==> src/rtl/primo_prefetch_if.sv <==
// -----------------------------------------------------------------------------
// primo_prefetch_if
// Bundles every handshake and data signal around primo_prefetch: the control
// link to one primogen core and the FIFO read port seen by the consumer.
//
// Signals (W = 1 << WIDTH_LOG):
//   en        prefetch enable from board logic
//   pg_go     one-cycle start pulse to primogen
//   pg_ready  primogen ready
//   pg_error  primogen error
//   pg_res    primogen result [W-1:0]
//   valid     FIFO non-empty
//   data      FIFO head, first-word-fall-through [W-1:0]
//   pop       consume FIFO head
//   err       sticky error flag
//   level     stored entry count [DEPTH_LOG:0]
//
// Modports:
//   master  the prefetch controller
//   slave   the surrounding environment (primogen core plus consumer)
// -----------------------------------------------------------------------------
interface primo_prefetch_if #(
   parameter int WIDTH_LOG = 4,
   parameter int DEPTH_LOG = 2
) ();
   localparam int W = 1 << WIDTH_LOG;

   logic             en;
   logic             pg_go;
   logic             pg_ready;
   logic             pg_error;
   logic [W-1:0]     pg_res;
   logic             valid;
   logic [W-1:0]     data;
   logic             pop;
   logic             err;
   logic [DEPTH_LOG:0] level;

   modport master (
      input  en, pg_ready, pg_error, pg_res, pop,
      output pg_go, valid, data, err, level
   );

   modport slave (
      output en, pg_ready, pg_error, pg_res, pop,
      input  pg_go, valid, data, err, level
   );
endinterface

==> src/rtl/primo_prefetch.sv <==
// -----------------------------------------------------------------------------
// primo_prefetch
// Sequences one primogen core and buffers its results in a small FIFO so a
// consumer can pop primes with single-cycle latency. A new search is started
// only when a FIFO slot can be reserved for its result, so a push never lands
// on a full FIFO.
//
// Ports:
//   clk      single clock
//   rst      asynchronous, active-high reset (primogen must share it)
//   bus      primo_prefetch_if.master: en, pg_go, pg_ready, pg_error, pg_res,
//            valid, data, pop, err, level
//
// Optional feature, macro PRIMO_PREFETCH_STATS_EN:
//   issued   [31:0] saturating count of pg_go pulses since reset
//   stalls   [31:0] saturating count of IDLE cycles with en=1 and FIFO full
// -----------------------------------------------------------------------------
module primo_prefetch #(
   parameter int WIDTH_LOG = 4,
   parameter int DEPTH_LOG = 2
) (
   input  logic             clk,
   input  logic             rst,
   primo_prefetch_if.master bus
`ifdef PRIMO_PREFETCH_STATS_EN
   ,
   output logic [31:0]      issued,
   output logic [31:0]      stalls
`endif
);
   localparam int W     = 1 << WIDTH_LOG;
   localparam int DEPTH = 1 << DEPTH_LOG;
   // A depth-1 FIFO still gets a one-bit pointer that simply never moves.
   localparam int AW    = (DEPTH_LOG > 0) ? DEPTH_LOG : 1;
   localparam int LW    = DEPTH_LOG + 1;

   localparam logic [LW:0]   DEPTH_OCC = (LW + 1)'(DEPTH);
   localparam logic [AW-1:0] PTR_LAST  = AW'(DEPTH - 1);

   typedef enum logic [2:0] {
      IDLE  = 3'd0,
      ISSUE = 3'd1,
      SKIP  = 3'd2,
      WAIT  = 3'd3,
      HALT  = 3'd4
   } state_t;

   // Modulo-DEPTH pointer increment (DEPTH is a power of two but may be 1).
   function automatic logic [AW-1:0] ptr_inc(input logic [AW-1:0] p);
      logic [AW-1:0] r;
      if (p == PTR_LAST) begin
         r = {AW{1'b0}};
      end else begin
         r = p + AW'(1);
      end
      return r;
   endfunction

   state_t          state_q, state_d;
   logic            pending_q, pending_d;
   logic            pg_go_q, pg_go_d;
   logic            err_q, err_d;
   logic [AW-1:0]   wr_ptr_q, wr_ptr_d;
   logic [AW-1:0]   rd_ptr_q, rd_ptr_d;
   logic [LW-1:0]   level_q, level_d;
   logic            valid_q, valid_d;
   logic [W-1:0]    data_q, data_d;
   logic [W-1:0]    mem_q [DEPTH];
   logic [W-1:0]    mem_d [DEPTH];

   logic            push;
   logic            pop_ok;
   logic [LW:0]     occ;

   // Stored entries plus the slot reserved for an in-flight search.
   assign occ = {1'b0, level_q} + {{LW{1'b0}}, pending_q};

   // Next-state decode, slot reservation and sticky error capture
   always_comb begin
      state_d   = state_q;
      pending_d = pending_q;
      err_d     = err_q;
      push      = 1'b0;
      case (state_q)
         IDLE: begin
            if (bus.pg_error) begin
               state_d = HALT;
               err_d   = 1'b1;
            end else if (bus.en && bus.pg_ready && !err_q && (occ < DEPTH_OCC)) begin
               state_d   = ISSUE;
               pending_d = 1'b1;
            end else begin
               state_d = IDLE;
            end
         end
         ISSUE: state_d = SKIP;
         // primogen registers go late, so its ready is stale for one cycle.
         SKIP:  state_d = WAIT;
         WAIT: begin
            if (bus.pg_ready) begin
               pending_d = 1'b0;
               if (bus.pg_error) begin
                  err_d   = 1'b1;
                  state_d = HALT;
               end else begin
                  push    = 1'b1;
                  state_d = IDLE;
               end
            end else begin
               state_d = WAIT;
            end
         end
         HALT: state_d = HALT;
         default: begin
            state_d   = IDLE;
            pending_d = 1'b0;
         end
      endcase
      // go is registered so it is high exactly while the FSM sits in ISSUE.
      pg_go_d = (state_d == ISSUE);
   end

   // FIFO pointers, storage, occupancy and first-word-fall-through head
   always_comb begin
      pop_ok   = bus.pop && valid_q;
      mem_d    = mem_q;
      wr_ptr_d = wr_ptr_q;
      rd_ptr_d = rd_ptr_q;
      level_d  = level_q;
      if (push) begin
         mem_d[wr_ptr_q] = bus.pg_res;
         wr_ptr_d        = ptr_inc(wr_ptr_q);
      end else begin
         wr_ptr_d = wr_ptr_q;
      end
      if (pop_ok) begin
         rd_ptr_d = ptr_inc(rd_ptr_q);
      end else begin
         rd_ptr_d = rd_ptr_q;
      end
      case ({push, pop_ok})
         2'b10:   level_d = level_q + LW'(1);
         2'b01:   level_d = level_q - LW'(1);
         default: level_d = level_q;
      endcase
      valid_d = (level_d != {LW{1'b0}});
      // Head is taken from next-cycle storage so a push into an empty FIFO
      // (or a push+pop at level 1) shows up on data right after the edge.
      if (valid_d) begin
         data_d = mem_d[rd_ptr_d];
      end else begin
         data_d = {W{1'b0}};
      end
   end

   // State and FIFO registers
   always_ff @(posedge clk or posedge rst) begin
      if (rst) begin
         state_q   <= IDLE;
         pending_q <= 1'b0;
         pg_go_q   <= 1'b0;
         err_q     <= 1'b0;
         wr_ptr_q  <= {AW{1'b0}};
         rd_ptr_q  <= {AW{1'b0}};
         level_q   <= {LW{1'b0}};
         valid_q   <= 1'b0;
         data_q    <= {W{1'b0}};
         for (int i = 0; i < DEPTH; i++) begin
            mem_q[i] <= {W{1'b0}};
         end
      end else begin
         state_q   <= state_d;
         pending_q <= pending_d;
         pg_go_q   <= pg_go_d;
         err_q     <= err_d;
         wr_ptr_q  <= wr_ptr_d;
         rd_ptr_q  <= rd_ptr_d;
         level_q   <= level_d;
         valid_q   <= valid_d;
         data_q    <= data_d;
         mem_q     <= mem_d;
      end
   end

   assign bus.pg_go = pg_go_q;
   assign bus.valid = valid_q;
   assign bus.data  = data_q;
   assign bus.err   = err_q;
   assign bus.level = level_q;

`ifdef PRIMO_PREFETCH_STATS_EN
   logic [31:0] issued_q, issued_d;
   logic [31:0] stalls_q, stalls_d;

   // Saturating issue and full-stall counters
   always_comb begin
      issued_d = issued_q;
      stalls_d = stalls_q;
      if (pg_go_d && (issued_q != 32'hFFFF_FFFF)) begin
         issued_d = issued_q + 32'd1;
      end else begin
         issued_d = issued_q;
      end
      if ((state_q == IDLE) && bus.en && (occ == DEPTH_OCC) &&
          (stalls_q != 32'hFFFF_FFFF)) begin
         stalls_d = stalls_q + 32'd1;
      end else begin
         stalls_d = stalls_q;
      end
   end

   // Statistics registers
   always_ff @(posedge clk or posedge rst) begin
      if (rst) begin
         issued_q <= 32'd0;
         stalls_q <= 32'd0;
      end else begin
         issued_q <= issued_d;
         stalls_q <= stalls_d;
      end
   end

   assign issued = issued_q;
   assign stalls = stalls_q;
`endif
endmodule

==> src/flat_wrapper.sv <==
// flat-port wrapper written by rule: the top's interface ports become plain ports
module primo_prefetch_flat 
#(
   parameter int WIDTH_LOG = 4,
   parameter int DEPTH_LOG = 2
)
  (clk, rst, bus_en, bus_pg_ready, bus_pg_error, bus_pg_res, bus_pop, bus_pg_go, bus_valid, bus_data, bus_err, bus_level);
  primo_prefetch_if #(.WIDTH_LOG(WIDTH_LOG), .DEPTH_LOG(DEPTH_LOG)) bus_i ();
  input  logic clk;
  input  logic rst;
  input wire logic [$bits(bus_i.en)-1:0] bus_en;
  input wire logic [$bits(bus_i.pg_ready)-1:0] bus_pg_ready;
  input wire logic [$bits(bus_i.pg_error)-1:0] bus_pg_error;
  input wire logic [$bits(bus_i.pg_res)-1:0] bus_pg_res;
  input wire logic [$bits(bus_i.pop)-1:0] bus_pop;
  output wire logic [$bits(bus_i.pg_go)-1:0] bus_pg_go;
  output wire logic [$bits(bus_i.valid)-1:0] bus_valid;
  output wire logic [$bits(bus_i.data)-1:0] bus_data;
  output wire logic [$bits(bus_i.err)-1:0] bus_err;
  output wire logic [$bits(bus_i.level)-1:0] bus_level;
  assign bus_i.en = bus_en;
  assign bus_i.pg_ready = bus_pg_ready;
  assign bus_i.pg_error = bus_pg_error;
  assign bus_i.pg_res = bus_pg_res;
  assign bus_i.pop = bus_pop;
  assign bus_pg_go = bus_i.pg_go;
  assign bus_valid = bus_i.valid;
  assign bus_data = bus_i.data;
  assign bus_err = bus_i.err;
  assign bus_level = bus_i.level;
  primo_prefetch #(.WIDTH_LOG(WIDTH_LOG), .DEPTH_LOG(DEPTH_LOG)) u_core (.clk(clk), .rst(rst), .bus(bus_i));
endmodule
==> config.mk <==
export PLATFORM = sky130hd
export DESIGN_NAME = primo_prefetch_flat
export DESIGN_NICKNAME = d
export VERILOG_FILES = /design/src/rtl/primo_prefetch_if.sv /design/src/rtl/primo_prefetch.sv /design/src/flat_wrapper.sv
export SDC_FILE = /design/constraint.sdc
export NUM_CORES = 1
export LEC_CHECK = 0
export BUFFER_PORTS_ARGS = -buffer_cell sky130_fd_sc_hd__buf_2
export CAP_MARGIN = 10
export CORE_MARGIN = 2
export CORE_UTILIZATION = 40
export DETAILED_ROUTE_END_ITERATION = 10
export GPL_TIMING_DRIVEN = 0
export PLACE_DENSITY_LB_ADDON = 0.25
export RECOVER_POWER = 100
export SETUP_SLACK_MARGIN = 0.02
export SYNTH_ARGS = -nofsm -noshare
export SYNTH_HDL_FRONTEND = slang
export SYNTH_SLANG_ARGS = --single-unit
==> constraint.sdc <==
create_clock -name clk -period 10.6 [get_ports clk]
set_input_delay 1.59 -clock clk [delete_from_list [all_inputs] [get_ports clk]]
set_output_delay 1.59 -clock clk [all_outputs]
set_load 0.02 [all_outputs]
==> impl_results.rst <==
.. list-table::
   :header-rows: 1

   * - Metric
     - Value
   * - Register cell area after layout
     - 2350 um2
   * - Antenna-violating nets left
     - 0
   * - Non-filler cells, final
     - approximately 500
   * - Switching Power
     - around 0.37 mW
   * - Area share of xor/xnor cells in the synthesized design
     - 0.00416
   * - Library cell with the highest instance count after synthesis
     - dfrtp_1
   * - VDD IR-drop max
     - 0.0000925 V
   * - Clock Skews
     - around 0.012 ns
   * - Vias per cell
     - 5.21
   * - Fraction of synthesis flops using an asynchronous set or reset pin
     - 1.00
   * - Unrepaired setup endpoints after global routing
     - no
   * - Min cycle time layout
     - 5.40 ns
   * - Number of failing setup endpoints in the final timing report
     - 0
   * - H-tree levels
     - 3
   * - Count of flip-flops with a built-in enable after synthesis
     - 0
   * - Slew at the pin closest to its max-slew limit
     - 3.67 ns
   * - Path type of the worst setup path
     - in2async
   * - Multi-input logic area
     - 1590 um2
   * - Maximum fanout count along the critical path
     - 69
   * - Area share of the largest cell type after synthesis
     - 0.559
   * - Clock tree root buffer cell
     - clkbuf_8
   * - Post-cts resize count
     - 0
   * - Detail Placement HPWL
     - 5650 um
   * - Global router's overall resource usage
     - 0.164
   * - Max-slew headroom
     - -1.45
   * - Final standard cell utilization of the core
     - 0.448
   * - Leading post-synthesis cells by cell area
     - dfrtp_1 56%, mux2_2 17%, mux2i_1 4.5%
   * - Ordered list of cells on the worst path
     - buf_2 -> clkinvlp_2 -> clkbuf_1
   * - Fmax
     - 0.185 GHz
   * - Global-route track usage on met1
     - 0.231
   * - Slowest cell on the critical path
     - clkbuf_1
   * - Leftover overflow at the end of global routing
     - 0
   * - Final wirelength
     - roughly 8500 um
   * - Largest delay contributor family on the critical path
     - buffers and inverters
   * - Power share of the combinational group
     - 0.356
   * - Share of the cycle needed by the critical path after routing
     - 0.509
   * - Total of fill cells in the finished design
     - roughly 980
   * - Net switching share of the total power
     - 0.365
   * - Highest cell delay on the worst timing path
     - 2.63 ns
   * - Slew Viols, Final
     - 70
   * - PwrDens
     - around 220 nW/um2
   * - Clk network pwr share
     - 0.232
   * - Run status
     - finished, violations left
   * - Maximum clock path buffer count
     - 2
   * - Post-synth net total
     - 328
   * - Largest net degree at the start of global routing
     - 70
   * - Wire length of the first global-routing pass
     - 14300 um
   * - Kind of capture point of the worst setup path
     - asynchronous set/reset pin
   * - Design internal power
     - 0.651 mW
   * - Count of buffer and inverter cells on the critical path
     - 3
   * - Port Buffers
     - 43
   * - Synth-to-Final Area Change
     - 9.27%
   * - DP Worst Slack
     - 5.55 ns
   * - Count of hold buffers inserted by post-cts repair
     - 0
   * - Router iterations before antenna repair
     - 4
   * - Syn Inst Count
     - 299
   * - Starting utilization of the core area
     - 0.410
   * - Die width
     - approximately 110 um
   * - Placed instance count
     - 479
   * - DRC errors left
     - 0
   * - Clock-pin slew on the worst setup and hold paths
     - 0.09 ns
   * - Per-instance average area after synthesis
     - 14.1 um2
   * - Gr busiest metal
     - met2
   * - Post-synthesis share of cell area spent on full adders, half adders and majority gates
     - 0.0226
   * - Share of synthesized area spent on multiplexers
     - 0.224
   * - Sequential share of the synthesized area
     - 0.559
   * - Leakage component of the power
     - 2.16 nW
   * - Violated checks
     - max-capacitance violations, max-slew violations
   * - Most frequent cells after synthesis
     - 94 x dfrtp_1, 65 x mux2_2, 19 x mux2i_1, 18 x nor2_1, 14 x o22ai_1
   * - Detailed router's first-iteration violation count
     - 100
   * - Sequential power share
     - 0.412
   * - Met3 demand-to-capacity share in global routing
     - 0.0292
   * - Antenna violations before repair
     - 0
   * - Netlist area before placement
     - 4210 um2
   * - Setup crit start kind
     - input port
   * - Setup tns final
     - 0 ns
   * - Detailed-route via count
     - approximately 2600
   * - Area of the die
     - 11400 um2
   * - Antenna diode instance count
     - 0
   * - Die height
     - 107 um
   * - Number of clock sinks
     - 94
   * - Ratio of cells with drive above 1 in the final layout
     - 0.242
   * - Share of the synthesized area in compound gates (AO/OA/AOI/OAI)
     - 0.0927
   * - Final routed wire length divided by cell count
     - 17.3 um
   * - Flip-flop and latch count after synthesis
     - 94
   * - IO Count
     - 44
   * - Met2 global-route usage
     - 0.251
   * - Main combinational cell family by area after synthesis
     - multiplexers
   * - Arrival time at the worst endpoint
     - 5.04 ns
   * - Number of nets in the finished design
     - 383
   * - Biggest area consumer among synthesized cells
     - dfrtp_1
   * - Min-Delay Path Class
     - reg2reg
   * - Number of synthesis warnings
     - 0
   * - Endpoints failing hold
     - 0
   * - Number of core rows
     - 37
   * - Post-CTS setup buffer count
     - 0
   * - Standard cell core area
     - slightly above 10000 um2
   * - Count of different cell masters after synthesis
     - 37
   * - Number of global-route vias before repair
     - 2693
   * - Data required time of the critical path
     - 10.25 ns
   * - TritonCTS clock tree
     - yes
   * - Area share of and/or/nand/nor cells after synthesis
     - 0.0609
   * - Final Worst Setup Slack
     - 5.20 ns
   * - Clock Latency Late Sink
     - 0.37 ns
   * - Max Cap Violations
     - 1
   * - Final estimated routing congestion in global placement
     - between 0.7 and 0.8
   * - TritonCTS buffer count
     - 9
   * - Dominant synthesized flop cell
     - dfrtp_1
layout by cell type, fill, tap and decap left out, types with 2 or more instances in the layout:
cell and n:
nand2_1 4, or2_1 2, o211a_1 2, o32ai_2 2, buf_2 22, clkbuf_1 41, o32ai_1 16, mux2_2 47
inv_1 7, xnor2_1 2, clkbuf_8 10, o21ai_0 4, nor2_1 22, mux2i_1 19, nand3_1 5, ha_1 6
o22ai_1 14, dfrtp_1 94, mux2_1 20
power groups by stage:
stage / clock network [mW] / registers [mW] / logic, mW
finish: 0.238 / 0.422 / 0.365
detailed placement: 0 / 0.429 / 0.428
global route: 0.261 / 0.429 / 0.398
global placement: 0 / 0.427 / 0.424
CTS: 0.247 / 0.422 / 0.431
floorplan: 0 / 0.460 / 0.278
routing by layer:
layer,up-vias,wire (um),share of wire
met5,-,0,0
met1,1317,4210,0.49
met3,10,287,0.034
met2,47,3880,0.45
met4,0,167,0.020
li1,1205,-,-
path summary, 6_finish.rpt:
kind                                   startpoint                  to  slack (ns)  cells past startpoint
worst max-delay path                          rst     u_core.mem_q[4]        5.20                      3
worst min-delay path             u_core.mem_q[57]    u_core.mem_q[57]        0.49                      1
worst max register to register  u_core.state_q[2]  u_core.bus.data[6]        6.52                     13
worst min register to register   u_core.mem_q[57]    u_core.mem_q[57]        0.49                      1
max in group clk                     bus_pg_error  u_core.bus.data[6]        5.60                     14
min in group asynchronous                     rst    u_core.mem_q[43]        1.43                      2
state kept, by name (all words and copies together), names as in the netlist:
signal,cells
u_core.bus.data,16
u_core.bus.err,1
u_core.bus.level,3
u_core.bus.pg_go,1
u_core.bus.valid,1
u_core.mem_q,64
u_core.pending_q,1
u_core.rd_ptr_q,2
u_core.state_q,3
u_core.wr_ptr_q,2
area by class of cell:
cell class                 instances  area share
clock buffer                      13      0.0324
inverter                           8     0.00680
timing repair buffer              44      0.0411
buffer                            18      0.0171
sequential                        94       0.511
clock inverter                     3     0.00952
tap                              136      0.0370
multi-input combinational        179       0.345
cell families (layout without fill, tap and decap cells):
kind of cell	after synthesis	count (layout)
buf+inv	26	86
compound gates	42	42
simple gates	42	42
fa+ha+maj	7	7
xor+xnor	2	2
flops	94	94
mux	86	86
metrics by stage:
stage | power, mW | instance area, um2 | hold WS, ns
after detailed placement | 0.857 | 4630 | 0.477
after CTS | 1.10 | 4820 | 0.499
final | 1.03 | 4600 | 0.490
after global routing | 1.09 | 4600 | 0.512
after floorplan | 0.738 | 4210 | 0.454
after global placement | 0.852 | 4600 | 0.466
Power figures use the tool's default switching activity.
